[config.mk]
export PLATFORM = sky130hd
export DESIGN_NAME = fetch
export DESIGN_NICKNAME = d
export VERILOG_FILES = /design/src/rtl/fetch_pkg.sv /design/src/rtl/fetch_hold.sv /design/src/rtl/fetch.sv
export SDC_FILE = /design/constraint.sdc
export NUM_CORES = 1
export LEC_CHECK = 0
export ABC_AREA = 1
export BUFFER_PORTS_ARGS = -buffer_cell sky130_fd_sc_hd__buf_4
export CAP_MARGIN = 40
export CORE_MARGIN = 5
export CORE_UTILIZATION = 30
export CTS_BUF_LIST = sky130_fd_sc_hd__clkbuf_8 sky130_fd_sc_hd__clkbuf_16
export CTS_CLUSTER_DIAMETER = 60
export CTS_CLUSTER_SIZE = 24
export DETAILED_ROUTE_END_ITERATION = 10
export GPL_ROUTABILITY_DRIVEN = 0
export PLACE_DENSITY = 0.57
export SYNTH_ARGS = -nofsm -noshare
export SYNTH_HDL_FRONTEND = slang
export SYNTH_HIERARCHICAL = 1
export SYNTH_SLANG_ARGS = --single-unit
[constraint.sdc]
create_clock -name clk -period 1.5 [get_ports clk]
set_input_delay 0.225 -clock clk [delete_from_list [all_inputs] [get_ports clk]]
set_output_delay 0.225 -clock clk [all_outputs]
set_load 0.03 [all_outputs]
[src/rtl/fetch_pkg.sv]
// Shared instruction-format constants for the fetch stage and its neighbours.
package fetch_pkg;

  localparam int BUNDLE_W = 64;

  typedef enum logic [5:0] {
    Nop = 6'h3F,
    Add = 6'h01,
    Ld  = 6'h02,
    St  = 6'h03,
    Br  = 6'h04,
    Bl  = 6'h05
  } opcode_t;

  // Two Nop slots, each with a zeroed 26-bit operand field.
  localparam logic [BUNDLE_W-1:0] NOP_BUNDLE = {Nop, 26'd0, Nop, 26'd0};

endpackage

[src/rtl/fetch_hold.sv]
// Stall capture register plus the presented-bundle mux feeding decode.
module fetch_hold
  import fetch_pkg::*;
(
  input  logic                clk,
  input  logic                rstn,
  input  logic                interlock,
  input  logic                branch_flag,
  input  logic                inflight_valid,
  input  logic [31:0]         inflight_pc,
  input  logic [BUNDLE_W-1:0] imem_dout,
  output logic [31:0]         pc,
  output logic [BUNDLE_W-1:0] inst,
  output logic                fetch_valid
);

  logic [31:0]         hold_pc;
  logic [BUNDLE_W-1:0] hold_inst;
  logic                hold_valid;

  always_ff @(posedge clk or negedge rstn) begin
    if (!rstn) begin
      hold_pc    <= 32'd0;
      hold_inst  <= NOP_BUNDLE;
      hold_valid <= 1'b0;
    end else if (branch_flag) begin
      hold_valid <= 1'b0;
    end else if (interlock) begin
      // Capture only once per stall; the BRAM data vanishes after this cycle.
      if (!hold_valid && inflight_valid) begin
        hold_pc    <= inflight_pc;
        hold_inst  <= imem_dout;
        hold_valid <= 1'b1;
      end
    end else begin
      hold_valid <= 1'b0;
    end
  end

  always_comb begin
    pc   = 32'd0;
    inst = NOP_BUNDLE;
    if (hold_valid) begin
      pc   = hold_pc;
      inst = hold_inst;
    end else if (inflight_valid) begin
      pc   = inflight_pc;
      inst = imem_dout;
    end
  end

  assign fetch_valid = hold_valid | inflight_valid;

endmodule

[src/rtl/fetch.sv]
// Instruction fetch: bundle address sequencing, redirect handling and BRAM read tracking.
module fetch
  import fetch_pkg::*;
#(
  parameter int          ADDR_W   = 15,
  parameter logic [31:0] RESET_PC = 32'h0
) (
  input  logic                clk,
  input  logic                rstn,
  input  logic                interlock,
  input  logic                branch_flag,
  input  logic [31:0]         branch_pc,
  output logic [ADDR_W-1:0]   imem_addr,
  input  logic [BUNDLE_W-1:0] imem_dout,
  output logic [31:0]         pc,
  output logic [BUNDLE_W-1:0] inst,
  output logic                fetch_valid
);

  logic [31:0] fetch_pc;
  logic [31:0] inflight_pc;
  logic        inflight_valid;

  // Redirect target is issued in the same cycle it arrives, so no extra bubble.
  assign imem_addr = branch_flag ? branch_pc[ADDR_W-1:0] : fetch_pc[ADDR_W-1:0];

  always_ff @(posedge clk or negedge rstn) begin
    if (!rstn) begin
      fetch_pc       <= RESET_PC;
      inflight_pc    <= 32'd0;
      inflight_valid <= 1'b0;
    end else if (branch_flag) begin
      inflight_pc    <= branch_pc;
      inflight_valid <= 1'b1;
      fetch_pc       <= branch_pc + 32'd1;
    end else if (interlock) begin
      inflight_valid <= 1'b0;
    end else begin
      inflight_pc    <= fetch_pc;
      inflight_valid <= 1'b1;
      fetch_pc       <= fetch_pc + 32'd1;
    end
  end

  fetch_hold u_hold (
    .clk            (clk),
    .rstn           (rstn),
    .interlock      (interlock),
    .branch_flag    (branch_flag),
    .inflight_valid (inflight_valid),
    .inflight_pc    (inflight_pc),
    .imem_dout      (imem_dout),
    .pc             (pc),
    .inst           (inst),
    .fetch_valid    (fetch_valid)
  );

endmodule

After elaboration in Yosys (flattened, before gate mapping) --
Cells that the tools add are included. W data, S select, Z words.
Storage, ports and cells: bits of input ports 100, register bits 162, output and inout bits 112, word-level logic and storage cells 29
Cells by class: $add $sub $neg 2, reduce and logical (&&, ||, !) cells 3, bitwise gates (word level) 2, muxes and demuxes 14, eq/ne operators 2
Operators with widths (count):
- $mux W32 | 6
- $mux W64 | 2
- $add A32 B1 Y32 const B | 2
- $mux W15 | 1
- $mux W1 | 5
- $ne A3 B1 Y1 const B | 1
- $reduce_and A3 Y1 | 1
- $ne A2 B1 Y1 const B | 1
- $logic_and A1 B1 Y1 | 1
- $logic_not A1 Y1 | 1
- $not A1 Y1 | 1
- $or A1 B1 Y1 | 1

Depth between registers and ports, before layout --
depth after elaboration 5, mapped depth 14, gate-level depth less buffers 13

Modules after synthesis --
Netlist, hierarchy kept.
By module, submodules not included:
- fetch_hold | area each 5016.1 um^2, instances 1, cells each 733, sequential area each 2442.3 um^2
- fetch | area each 3880.0 um^2, instances 1, cells each 529, sequential area each 1626.6 um^2

Worst setup path before layout --
No wires, ideal clock.
path kind input port to flip-flop, start in branch_flag, end reg fetch_pc[24], cell stages on the path 13, path buffers 2, setup time 0.124 ns, slack -0.419 ns, arrival 1.795 ns, required time 1.376 ns, path through buf_6 > buf_6 > nand2_1 > o21ai_2 > inv_1 > ha_1 > nand2_2 > nor2_8 > inv_2 > nor3_4 > nand2_1 > nand2_1 > nand3_1
On the way: cells in the longest elaborated chain, start to end 1, elaborated cells between the ends (all ways) 2, classes of those cells eq/ne (1); mux (1)
Ends and longest elaborated chain:
- start, declared | RTL line fetch.sv:11 | input logic branch_flag,
- $ne A2 B1 Y1 (no line) or $mux W32 (tied branches)
- end signal, assigned | RTL line fetch.sv:35 | fetch_pc <= branch_pc + 32'd1;
- end signal, assigned | RTL line fetch.sv:41 | fetch_pc <= fetch_pc + 32'd1;
- end, declared | RTL line fetch.sv:20 | logic [31:0] fetch_pc;
Parallel ways exist; a longest one is shown, timed or not. A chain may end at the register's enable or synchronous reset.

Worst setup path after layout --
start reg u_hold.hold_valid, end out inst[45]
On the way: cells in the longest elaborated chain, start to end 1
Ends and longest elaborated chain:
- start, declared | RTL line fetch_hold.sv:19 | logic hold_valid;
- start signal, assigned | RTL line fetch_hold.sv:25 | hold_valid <= 1'b0;
- start signal, assigned | RTL line fetch_hold.sv:27 | hold_valid <= 1'b0;
- start signal, assigned | RTL line fetch_hold.sv:33 | hold_valid <= 1'b1;
- $mux W64 | RTL line fetch_hold.sv:43 | if (hold_valid) begin
- end, declared | RTL line fetch.sv:16 | output logic [BUNDLE_W-1:0] inst,
No other way between the ends.

==> flow_summary.json <==
{
  "period_minus_slack_ns": 1.88,
  "netlist_area_um2": 8900,
  "place_hpwl_um": 20800,
  "grt_start_max_net_pins": 62,
  "clkLatencyLatePin_ns": 0.42,
  "power-per-cell-area_nw_per_um2": 1050,
  "skew_ns": 0.0115,
  "die_w_um": 182,
  "synthFlopType": "dfrtp_1",
  "hp-class": "in -> reg",
  "cp-endpoint": "inst[45]",
  "rows": 63,
  "clkTransAtPathRegs_ns": 0.07,
  "worst_path_most_repeated_cell": "nand2_2",
  "wl_per_cell_um": 15.9,
  "synth_edf_count": 0,
  "drive_gt1_share_pct": 38.1,
  "syn_nets": 1363,
  "leakagePower_uw": 0.00744,
  "ant_nets": 0,
  "netlist_top_cells_count": "nand2_1, dfrtp_1, nand3_1",
  "via_per_inst": 4.68,
  "die_y_um": 182,
  "grt_pass1_vias": 9101,
  "yosysMostFrequentCell": "nand2_1",
  "path_max_fanout": 8,
  "cts_tree": "done",
  "rsz0062_at_grt": "true",
  "synth.avg_cell_area_um2": 7.05,
  "vias": 9385,
  "holdWs_ns": 0.0450,
  "critPathSlowestCell": "dfrtp_2",
  "grtUsageTotal_pct": 18.3,
  "syn_to_final_growth_pct": 58.8,
  "synth.distinct_cells": 38,
  "cts_htree_levels": 4,
  "fin_ws_ns": -0.381,
  "synth_cells": 1262,
  "cts.sinks": 162,
  "crit_path_start": "u_hold/hold_valid",
  "cpPeakStageDelay_ns": 0.46,
  "crit_type": "reg -> out",
  "synth_seq_cells": 162,
  "ff2ff_path_depth": 8,
  "dieArea_um2": 33200,
  "hold_viol": 0,
  "grt_overflow": 0,
  "start_util_pct": 30.2,
  "fp.coreArea_um2": 29500,
  "r2r_start": "u_hold/hold_valid",
  "route.detailed.drc": 0,
  "status": "finished, violations left",
  "ys_top_cells_by_area": "dfrtp_1, nand2_1, nand3_1",
  "peakVddDrop_uv": 727,
  "critPathCaptureType": "output pin",
  "root_buffer": "clkbuf_16",
  "wl_um": 31800,
  "clock.fmax_mhz": 532,
  "grt_pass1_wl_um": 49400,
  "antenna_found_initial": 0,
  "diodes": 0,
  "fin_crit_sh_pct": 125,
  "maxCapViolCount": 0,
  "r2r_end": "u_hold/hold_inst[16]",
  "first_pass_iters": 5,
  "cts_buffers": 17,
  "cp_cell_sequence": "nor2_8 > buf_12 > clkbuf_16 > nand2_2 > nand2_2 > buf_6",
  "utilization_pct": 47.9,
  "final_max_slew_viol_count": 0,
  "seq_area_frac_synth_pct": 45.7,
  "violations": "negative setup slack",
  "synth.top_cell.area_share_pct": 42.2,
  "cp_data_arrival_time_ns": 1.66,
  "worstPathRequired_ns": 1.27,
  "first_iter_violations": 663,
  "worstMarginPinSlew_ns": 0.426,
  "finalSetupViolCount": 176,
  "startpoint_type": "flip-flop",
  "yosysTopAreaCell": "dfrtp_1",
  "yosys_warnings": 6,
  "r2r_setup_slack_ns": -0.22,
  "fin_nets": 1705,
  "relSlewSlack_pct": 71.3,
  "ys_async_sr_fraction_pct": 100,
  "portBuffers": 211,
  "cts_buffer_depth": 2,
  "io_pins": 212
}
==> per-layer routing <==
layer  vias up  wire [um]  share of wire [%]  GRT usage [%]
met5         -          0                  0              0
met4         0        605                1.9           4.53
met3        46       1980                6.2           2.97
met2       329      14700                 46           29.5
met1      4386      14600                 46           25.7
li1       4624          -                  -              -
==> final cells by class <==
class | count | area [um2]
clock buffers | 19 | 453
clock inverters | 13 | 136
fillers | 2860 | 15400
inverters | 37 | 149
multi-input cells | 993 | 4830
flip-flops and latches | 162 | 4070
well taps | 390 | 488
repair buffers | 393 | 4000
==> cell families after synthesis <==
| kind of cell | Yosys count | synth area share [%] |
|---|---|---|
| simple gates | 957 | 45.8 |
| flops | 162 | 45.7 |
| buf+inv | 108 | 5.85 |
| compound gates | 32 | 2.24 |
| xor+xnor | 2 | 0.197 |
| fa+ha+maj | 1 | 0.141 |
==> worst min path at each step <==
| stage | start | to | slack (ns) | cells past startpoint |
|---|---|---|---|---|
| 4_1_cts | imem_dout[46] | u_hold/hold_inst[46] | 0.02 | 3 |
| 2_1_floorplan | rstn | fetch_pc[0] | -0.07 | 0 |
| 5_1_grt | imem_dout[28] | u_hold/hold_inst[28] | 0.03 | 3 |
| 6_report | imem_dout[51] | u_hold/hold_inst[51] | 0.05 | 3 |
| 3_3_place_gp | rstn | u_hold/hold_inst[9] | 0.06 | 1 |
| 3_5_place_dp | rstn | u_hold/hold_inst[9] | 0.06 | 1 |
==> metrics by stage <==
stage | worst slack (ns) | instances | instance area (um2) | power (uW) | TNS [ns]
3_3_place_gp | -0.298 | 1920 | 11900 | 9570 | -5.88
6_report | -0.381 | 2007 | 14100 | 14800 | -37.52
2_1_floorplan | -0.161 | 1262 | 9040 | 7820 | -1.62
5_1_grt | -0.455 | 2007 | 14100 | 15600 | -57.32
3_5_place_dp | -0.357 | 1920 | 11900 | 9620 | -7.45
4_1_cts | -0.385 | 1987 | 13500 | 14700 | -32.18
==> cell usage in the layout (no fill, tap or decap), types with 13 or more instances in the layout <==
cell type	instances
nand2_4	32
buf_6	123
nand2_1	543
inv_1	31
nand2_2	91
buf_12	18
nand3_1	135
nor2_4	13
dfrtp_1	149
nor2_2	16
buf_4	230
nor2_1	100
clkbuf_16	26
==> power by group <==
part / total, uW / leakage (uW) / internal (uW) / switching (uW)
combinational: 4820 / 0.00517 / 2140 / 2680
sequential: 5550 / 0.00198 / 5120 / 430
clock: 4420 / 0.000286 / 2550 / 1880
total: 14800 / 0.00744 / 9800 / 4990
==> sequential cells by signal, indices dropped and copies added (netlist names) <==
name,flops
fetch_pc,32
inflight_pc,32
inflight_valid,1
u_hold/hold_inst,64
u_hold/hold_pc,32
u_hold/hold_valid,1
==> worst max-delay path, delay by kind of cell (launching register included) <==
kind,cells,cell delay [ns]
AND/OR/NAND/NOR,3,0.28
buffers and inverters,3,0.48
flip-flops,1,0.46
==> repair_timing <==
action                                  in CTS  in global routing
gates cloned                                11                 10
hold buffers                                 1                  0
setup buffers                               23                 11
resized for setup                          153                100
endpoints found under the setup margin     155                227
endpoints found under the hold margin      151                  0
pin swaps                                   13                 43
Power figures use the tool's default switching activity.
